$ cat src/rtl/ov7670_sccb_config_sequencer_if.sv
// Byte-level SCCB controller handshake: transaction descriptor plus GO/END/ACK.
// The master side (sequencer) drives the request; the slave side (controller)
// answers with END, ACK and the read byte.
interface ov7670_sccb_config_sequencer_if;
  logic [23:0] oI2C_DATA;   // {slave addr, reg, value}
  logic        oI2C_RD;     // 1 = read transaction
  logic        oI2C_GO;     // one-cycle start pulse
  logic        iI2C_END;    // one-cycle completion pulse
  logic        iI2C_ACK;    // valid with END: all bytes acknowledged
  logic [7:0]  iI2C_RDATA;  // valid with END on reads

  modport master (
    output oI2C_DATA, oI2C_RD, oI2C_GO,
    input  iI2C_END, iI2C_ACK, iI2C_RDATA
  );

  modport slave (
    input  oI2C_DATA, oI2C_RD, oI2C_GO,
    output iI2C_END, iI2C_ACK, iI2C_RDATA
  );
endinterface

$ cat src/rtl/ov7670_sccb_config_sequencer.sv
// OV7670 configuration sequencer: walks the register LUT and issues one SCCB
// transaction per entry. Leading entries are ID reads compared against the
// stored value; the rest are register writes. Handles power-up delay, NACK
// retry and the extra settle time after a soft reset (reg 0x12, bit7 set).
//
// state      | meaning
// -----------+---------------------------------------------------------------
// PWR_WAIT   | power-up delay after reset / re-init
// FETCH      | latch LUT entry into the transaction descriptor
// ISSUE      | GO pulse to the SCCB controller
// WAIT_END   | transaction outstanding, waiting for END
// GAP_WAIT   | inter-transaction idle (extended after soft reset)
// DONE       | every entry written, CONFIG_DONE high
// FAIL       | retries exhausted on ERR_INDEX
module ov7670_sccb_config_sequencer #(
  parameter int unsigned LUT_SIZE       = 167,
  parameter int unsigned READ_COUNT     = 2,
  parameter logic [7:0]  SLAVE_ADDR     = 8'h42,
  parameter logic [19:0] POWERUP_CYCLES = 20'd1_000_000,
  parameter logic [19:0] SWRST_CYCLES   = 20'd50_000,
  parameter logic [9:0]  GAP_CYCLES     = 10'd500,
  parameter int unsigned MAX_RETRY      = 3
) (
  input  logic                                  iCLK,
  input  logic                                  iRST,
  input  logic                                  iREINIT,
  output logic [7:0]                            oLUT_INDEX,
  input  logic [15:0]                           iLUT_DATA,
  ov7670_sccb_config_sequencer_if.master        i2c,
  output logic                                  oCONFIG_DONE,
  output logic                                  oID_OK,
  output logic                                  oERR,
  output logic [7:0]                            oERR_INDEX
);

  // One spare bit over the 20-bit delays so GAP+SWRST and POWERUP+1 never wrap.
  localparam int CNT_W = 21;
  localparam int RTY_W = (MAX_RETRY < 1) ? 1 : $clog2(MAX_RETRY + 1);

  localparam logic [CNT_W-1:0] PWR_LAST  = CNT_W'(POWERUP_CYCLES) - CNT_W'(1);
  localparam logic [CNT_W-1:0] GAP_LAST  = CNT_W'(GAP_CYCLES) - CNT_W'(1);
  localparam logic [CNT_W-1:0] LONG_LAST = CNT_W'(GAP_CYCLES) + CNT_W'(SWRST_CYCLES)
                                           - CNT_W'(1);
  localparam logic [RTY_W-1:0] RTY_MAX   = RTY_W'(MAX_RETRY);
  localparam logic [7:0]       LAST_IDX  = 8'(LUT_SIZE - 1);
  localparam logic [8:0]       RD_LIM    = 9'(READ_COUNT);
  localparam logic [7:0]       SWRST_REG = 8'h12;

  typedef enum logic [2:0] {
    S_PWR_WAIT,
    S_FETCH,
    S_ISSUE,
    S_WAIT_END,
    S_GAP_WAIT,
    S_DONE,
    S_FAIL
  } state_t;

  state_t           state_q;
  logic [CNT_W-1:0] cnt_q;
  logic [RTY_W-1:0] retry_cnt_q;
  logic             retry_pend_q;
  logic             swrst_q;
  logic [7:0]       lut_index_q;
  logic [23:0]      i2c_data_q;
  logic             rd_q;
  logic             go_q;
  logic             config_done_q;
  logic             id_ok_q;
  logic             err_q;
  logic [7:0]       err_index_q;

  logic             is_read_d;
  logic             rdata_mismatch_d;
  logic             swrst_hit_d;
  logic             retry_avail_d;
  logic [CNT_W-1:0] gap_last_d;

  // Entry classification and the terminal count for the current gap.
  always_comb begin
    is_read_d        = ({1'b0, lut_index_q} < RD_LIM);
    rdata_mismatch_d = (i2c.iI2C_RDATA != i2c_data_q[7:0]);
    swrst_hit_d      = !rd_q && (i2c_data_q[15:8] == SWRST_REG) && i2c_data_q[7];
    retry_avail_d    = (retry_cnt_q < RTY_MAX);
    gap_last_d       = swrst_q ? LONG_LAST : GAP_LAST;
  end

  // Sequencer FSM; all outputs are registered here.
  always_ff @(posedge iCLK) begin
    if (iRST) begin
      state_q       <= S_PWR_WAIT;
      cnt_q         <= '0;
      retry_cnt_q   <= '0;
      retry_pend_q  <= 1'b0;
      swrst_q       <= 1'b0;
      lut_index_q   <= '0;
      i2c_data_q    <= '0;
      rd_q          <= 1'b0;
      go_q          <= 1'b0;
      config_done_q <= 1'b0;
      id_ok_q       <= 1'b1;
      err_q         <= 1'b0;
      err_index_q   <= '0;
    end else begin
      go_q <= 1'b0;
      case (state_q)
        S_PWR_WAIT: begin
          if (cnt_q == PWR_LAST) begin
            cnt_q   <= '0;
            state_q <= S_FETCH;
          end else begin
            cnt_q <= cnt_q + CNT_W'(1);
          end
        end

        S_FETCH: begin
          // LUT is combinational on the index, so its output is valid now.
          i2c_data_q <= {SLAVE_ADDR | {7'd0, is_read_d}, iLUT_DATA};
          rd_q       <= is_read_d;
          go_q       <= 1'b1;
          state_q    <= S_ISSUE;
        end

        S_ISSUE: begin
          state_q <= S_WAIT_END;
        end

        S_WAIT_END: begin
          if (i2c.iI2C_END) begin
            if (i2c.iI2C_ACK) begin
              // ID mismatch is recorded but does not stop configuration.
              if (rd_q && rdata_mismatch_d) begin
                id_ok_q <= 1'b0;
              end
              retry_cnt_q  <= '0;
              retry_pend_q <= 1'b0;
              swrst_q      <= swrst_hit_d;
              cnt_q        <= '0;
              state_q      <= S_GAP_WAIT;
            end else if (retry_avail_d) begin
              retry_cnt_q  <= retry_cnt_q + RTY_W'(1);
              retry_pend_q <= 1'b1;
              swrst_q      <= 1'b0;
              cnt_q        <= '0;
              state_q      <= S_GAP_WAIT;
            end else begin
              err_q       <= 1'b1;
              err_index_q <= lut_index_q;
              state_q     <= S_FAIL;
            end
          end
        end

        S_GAP_WAIT: begin
          if (cnt_q == gap_last_d) begin
            cnt_q   <= '0;
            swrst_q <= 1'b0;
            if (retry_pend_q) begin
              retry_pend_q <= 1'b0;
              state_q      <= S_FETCH;
            end else if (lut_index_q == LAST_IDX) begin
              config_done_q <= 1'b1;
              state_q       <= S_DONE;
            end else begin
              lut_index_q <= lut_index_q + 8'd1;
              state_q     <= S_FETCH;
            end
          end else begin
            cnt_q <= cnt_q + CNT_W'(1);
          end
        end

        S_DONE, S_FAIL: begin
          if (iREINIT) begin
            config_done_q <= 1'b0;
            err_q         <= 1'b0;
            err_index_q   <= '0;
            lut_index_q   <= '0;
            retry_cnt_q   <= '0;
            retry_pend_q  <= 1'b0;
            swrst_q       <= 1'b0;
            id_ok_q       <= 1'b1;
            cnt_q         <= '0;
            state_q       <= S_PWR_WAIT;
          end
        end

        default: begin
          state_q <= S_PWR_WAIT;
        end
      endcase
    end
  end

  assign oLUT_INDEX    = lut_index_q;
  assign i2c.oI2C_DATA = i2c_data_q;
  assign i2c.oI2C_RD   = rd_q;
  assign i2c.oI2C_GO   = go_q;
  assign oCONFIG_DONE  = config_done_q;
  assign oID_OK        = id_ok_q;
  assign oERR          = err_q;
  assign oERR_INDEX    = err_index_q;

endmodule

$ cat src/flat_wrapper.sv
// flat-port wrapper written by rule: the top's interface ports become plain ports
module ov7670_sccb_config_sequencer_flat 
#(
  parameter int unsigned LUT_SIZE       = 167,
  parameter int unsigned READ_COUNT     = 2,
  parameter logic [7:0]  SLAVE_ADDR     = 8'h42,
  parameter logic [19:0] POWERUP_CYCLES = 20'd1_000_000,
  parameter logic [19:0] SWRST_CYCLES   = 20'd50_000,
  parameter logic [9:0]  GAP_CYCLES     = 10'd500,
  parameter int unsigned MAX_RETRY      = 3
)
  (iCLK, iRST, iREINIT, oLUT_INDEX, iLUT_DATA, oCONFIG_DONE, oID_OK, oERR, oERR_INDEX, i2c_oI2C_DATA, i2c_oI2C_RD, i2c_oI2C_GO, i2c_iI2C_END, i2c_iI2C_ACK, i2c_iI2C_RDATA);
  ov7670_sccb_config_sequencer_if i2c_i ();
  input  logic iCLK;
  input  logic iRST;
  input  logic iREINIT;
  output logic [7:0] oLUT_INDEX;
  input  logic [15:0] iLUT_DATA;
  output logic oCONFIG_DONE;
  output logic oID_OK;
  output logic oERR;
  output logic [7:0] oERR_INDEX;
  output wire logic [$bits(i2c_i.oI2C_DATA)-1:0] i2c_oI2C_DATA;
  output wire logic [$bits(i2c_i.oI2C_RD)-1:0] i2c_oI2C_RD;
  output wire logic [$bits(i2c_i.oI2C_GO)-1:0] i2c_oI2C_GO;
  input wire logic [$bits(i2c_i.iI2C_END)-1:0] i2c_iI2C_END;
  input wire logic [$bits(i2c_i.iI2C_ACK)-1:0] i2c_iI2C_ACK;
  input wire logic [$bits(i2c_i.iI2C_RDATA)-1:0] i2c_iI2C_RDATA;
  assign i2c_oI2C_DATA = i2c_i.oI2C_DATA;
  assign i2c_oI2C_RD = i2c_i.oI2C_RD;
  assign i2c_oI2C_GO = i2c_i.oI2C_GO;
  assign i2c_i.iI2C_END = i2c_iI2C_END;
  assign i2c_i.iI2C_ACK = i2c_iI2C_ACK;
  assign i2c_i.iI2C_RDATA = i2c_iI2C_RDATA;
  ov7670_sccb_config_sequencer #(.LUT_SIZE(LUT_SIZE), .READ_COUNT(READ_COUNT), .SLAVE_ADDR(SLAVE_ADDR), .POWERUP_CYCLES(POWERUP_CYCLES), .SWRST_CYCLES(SWRST_CYCLES), .GAP_CYCLES(GAP_CYCLES), .MAX_RETRY(MAX_RETRY)) u_core (.iCLK(iCLK), .iRST(iRST), .iREINIT(iREINIT), .oLUT_INDEX(oLUT_INDEX), .iLUT_DATA(iLUT_DATA), .i2c(i2c_i), .oCONFIG_DONE(oCONFIG_DONE), .oID_OK(oID_OK), .oERR(oERR), .oERR_INDEX(oERR_INDEX));
endmodule
$ cat config.mk
export PLATFORM = sky130hd
export DESIGN_NAME = ov7670_sccb_config_sequencer_flat
export DESIGN_NICKNAME = d
export VERILOG_FILES = /design/src/rtl/ov7670_sccb_config_sequencer_if.sv /design/src/rtl/ov7670_sccb_config_sequencer.sv /design/src/flat_wrapper.sv
export SDC_FILE = /design/constraint.sdc
export NUM_CORES = 1
export LEC_CHECK = 0
export BUFFER_PORTS_ARGS = -buffer_cell sky130_fd_sc_hd__buf_2
export CORE_MARGIN = 4
export CORE_UTILIZATION = 54
export CTS_CLUSTER_DIAMETER = 60
export DETAILED_ROUTE_END_ITERATION = 16
export GPL_TIMING_DRIVEN = 0
export HOLD_SLACK_MARGIN = 0.12
export PLACE_DENSITY = 0.79
export SETUP_SLACK_MARGIN = 0.02
export SLEW_MARGIN = 0
export SYNTH_ARGS = -nofsm -noshare
export SYNTH_HDL_FRONTEND = slang
export SYNTH_SLANG_ARGS = --single-unit
$ cat constraint.sdc
create_clock -name iCLK -period 2.37 [get_ports iCLK]
set_input_delay 0.237 -clock iCLK [delete_from_list [all_inputs] [get_ports iCLK]]
set_output_delay 0.237 -clock iCLK [all_outputs]
set_load 0.01 [all_outputs]
==> out/qor.yml <==
place_hpwl_mm: 6.12
rsz0062_at_grt: "no"
cp_num_buf_inv: 0
netlist_area_um2: 3420
grt_use_met2: 0.415
synthArstFlopShare: 0
htree_levels: 3
syn_area_per_cell_um2: 8.29
cp.arrival_ns: 2.44
ys_types: 62
crit_fanout: 6
relSlewSlack: 0.394
grt_usage: 0.243
dieArea_um2: 7660
wl_per_cell_um: 15.1
num_antenna_cells: 0
cp_cell_sequence: "and4bb_2 > nand2_1 > a2111oi_2 > a2111oi_1 > nand3_1 > o311ai_0"
final_layout_size_suffix_gt1_frac: 0.240
clock_sinks: 66
cts_buffer_depth: 2
max_freq_ghz: 0.454
yosysMostFrequentCell: "dfxtp_1"
fin_crit_sh: 0.929
grt.busiest_layer: "met2"
p_per_area_nw_per_um2: 620
post-place-cells: 558
tightest_slew_ns: 0.907
seq_area_frac_synth: 0.387
drtAntennaViolNets: 0
cp-end-kind: "flip-flop"
dpl_cell_area_um2: 3860
gp_congestion: 0.871
yosys.area.top_type: "dfxtp_1"
path_class: "reg2reg"
peakVddDrop_uv: 410
whs_ns: 0.135
antenna_found_initial: 0
grt_overflow: 0
crit_path_top_delay_cell: "a2111oi_1"
port_buffers: 67
hp-class: "in2reg"
setup_tns_ns: 0
synth_edf_count: 0
drtIter0Drc: 122
stdcell_count: 588
cts_made_buffers: 9
fin_nets: 541
routed_wirelength_mm: 8.90
grt_pass1_vias: 3215
grt_pass1_wl_mm: 14.8
die_w_um: 87.5
synth_commonest_cells: "dfxtp_1 (66), nand2_1 (56), nor2_1 (38)"
synth_area_leaders: "dfxtp_1 (39%), nand2_1 (6.2%), a21oi_1 (4.7%), nand3_1 (4.2%), nor2_1 (4.2%)"
area_delta_synth_final_pct: 24.5
cp_top_family: "compound AO/OA/AOI/OAI gates"
setup_viol: 0
rows: 28
first_pass_iters: 4
clock_latency_ns: 0.35
synthCells: 412
drcViolationCount: 0
vias_per_cell: 5.68
core_area_um2: 6030
start_util: 0.567
met3_usage: 0.0583
finalClockSkew_ns: 0.0112
cap_viol_max_count: 0
design_area_um2: 4250
hold_viol_final: 0
fp.dieH_um: 87.5
status: "completed"
io-pin-count: 74
synth_top_area_frac: 0.387
cts_tree: "built"
final_core_util: 0.706
max_stage_delay_ns: 0.86
yosysWarnings: 0
root_buffer: "clkbuf_8"
ys.flop_type: "dfxtp_1"
synth-seq-cells: 66
critPathLaunchType: "flip-flop"
worstPathRequired_ns: 2.61
clkTransAtPathRegs_ns: 0.08
vias: 3340
grt_max_degree: 13
min_period_ns: 2.20
finalMaxSlewViolations: 0
met1_usage: 0.294
power_leakage_nw: 1.65
==> worst min-delay path, cell delays in order <==
cell and delay [ns]:
buf_2 0.10, nand2_1 0.05, a21oi_1 0.05
==> power breakdown <==
group	switching [mW]	total (mW)	internal, mW
registers	0.0330	1.18	1.14
logic	0.176	0.308	0.132
clock network	0.459	1.15	0.696
==> repair_timing <==
item | in CTS | in global routing
buffers inserted | 0 | 3
resized for setup | 0 | 4
hold endpoints to repair | 11 | 0
setup endpoints to repair | 0 | 15
hold buffers | 11 | 0
==> state kept, by name, summed over array words and instances (netlist names) <==
register              count
u_core.oERR               1
u_core.oLUT_INDEX         8
u_core.oCONFIG_DONE       1
u_core.cnt_q             21
u_core.retry_cnt_q        2
u_core.swrst_q            1
u_core.i2c.oI2C_DATA     18
u_core.oID_OK             1
u_core.i2c.oI2C_GO        1
u_core.state_q            3
u_core.retry_pend_q       1
u_core.oERR_INDEX         8
==> per-stage QoR <==
step | power (mW) | worst slack, ns
5_1_grt | 2.75 | 0.0255
4_1_cts | 2.64 | 0.0684
6_report | 2.64 | 0.169
3_5_place_dp | 1.48 | 0.0972
2_1_floorplan | 1.39 | 0.373
3_3_place_gp | 1.47 | 0.166
==> placed cells by master (no fill, tap or decap), types with 3 or more instances in the layout <==
cell type | netlist | final
nand2_1 | 56 | 56
inv_1 | 5 | 5
nor2b_1 | 4 | 4
xnor2_1 | 12 | 12
nand2b_1 | 15 | 15
a21oi_1 | 32 | 31
a211oi_1 | 4 | 4
o31ai_1 | 5 | 5
buf_4 | 7 | 10
nand4_1 | 12 | 12
o21ai_0 | 8 | 8
ha_1 | 4 | 4
nor4_1 | 6 | 5
conb_1 | 1 | 5
buf_2 | 3 | 70
nor2_1 | 38 | 38
nand3_1 | 29 | 29
clkinvlp_4 | 0 | 3
and3_1 | 7 | 7
nor3_1 | 9 | 9
clkbuf_1 | 11 | 11
o311ai_1 | 4 | 4
or3_1 | 3 | 3
bufinv_16 | 0 | 3
o211ai_1 | 4 | 4
or2_2 | 3 | 3
a21o_1 | 3 | 3
o21ai_1 | 4 | 4
xor2_1 | 13 | 13
and4_1 | 5 | 5
clkbuf_8 | 3 | 12
dfxtp_1 | 66 | 65
dlygate4sd3_1 | 0 | 11
==> cell type report <==
cell class	instances	area (µm²)
clock buffer	9	124
tap	75	93.8
buffer	25	161
sequential	66	1320
timing repair buffer	81	468
multi-input combinational	320	1950
clock inverter	7	118
fill	474	1770
inverter	5	18.8
==> worst paths after layout <==
check                                                              to  slack, ns  cells after the start                         startpoint
worst min-delay path            u_core.i2c.oI2C_DATA[10]$_SDFFE_PP0P_       0.13                      3                      iLUT_DATA[10]
worst max register to register          u_core.cnt_q[17]$_SDFFE_PP0P_       0.17                      6       u_core.cnt_q[9]$_SDFFE_PP0P_
worst max-delay path                    u_core.cnt_q[17]$_SDFFE_PP0P_       0.17                      6       u_core.cnt_q[9]$_SDFFE_PP0P_
worst min register to register      u_core.oERR_INDEX[3]$_SDFFE_PP0P_       0.47                      2  u_core.oERR_INDEX[3]$_SDFFE_PP0P_
==> cells by family (layout without fill, tap and decap cells) <==
logic type / after synthesis / in the layout / synth area share
simple gates: 204 / 204 / 0.310
flops: 66 / 66 / 0.387
fa+ha+maj: 4 / 4 / 0.0147
mux: 2 / 2 / 0.00623
compound gates: 80 / 80 / 0.164
xor+xnor: 25 / 25 / 0.0641
buf+inv: 30 / 127 / 0.0527
other cells: 1 / 5 / 0.00110
==> per-layer routing <==
metal  routed length [µm]  vias up
li1                     -     1652
met1                 3780     1576
met2                 4450       99
met3                  556       13
met4                  108        0
met5                    0        -
Power figures use the tool's default switching activity.
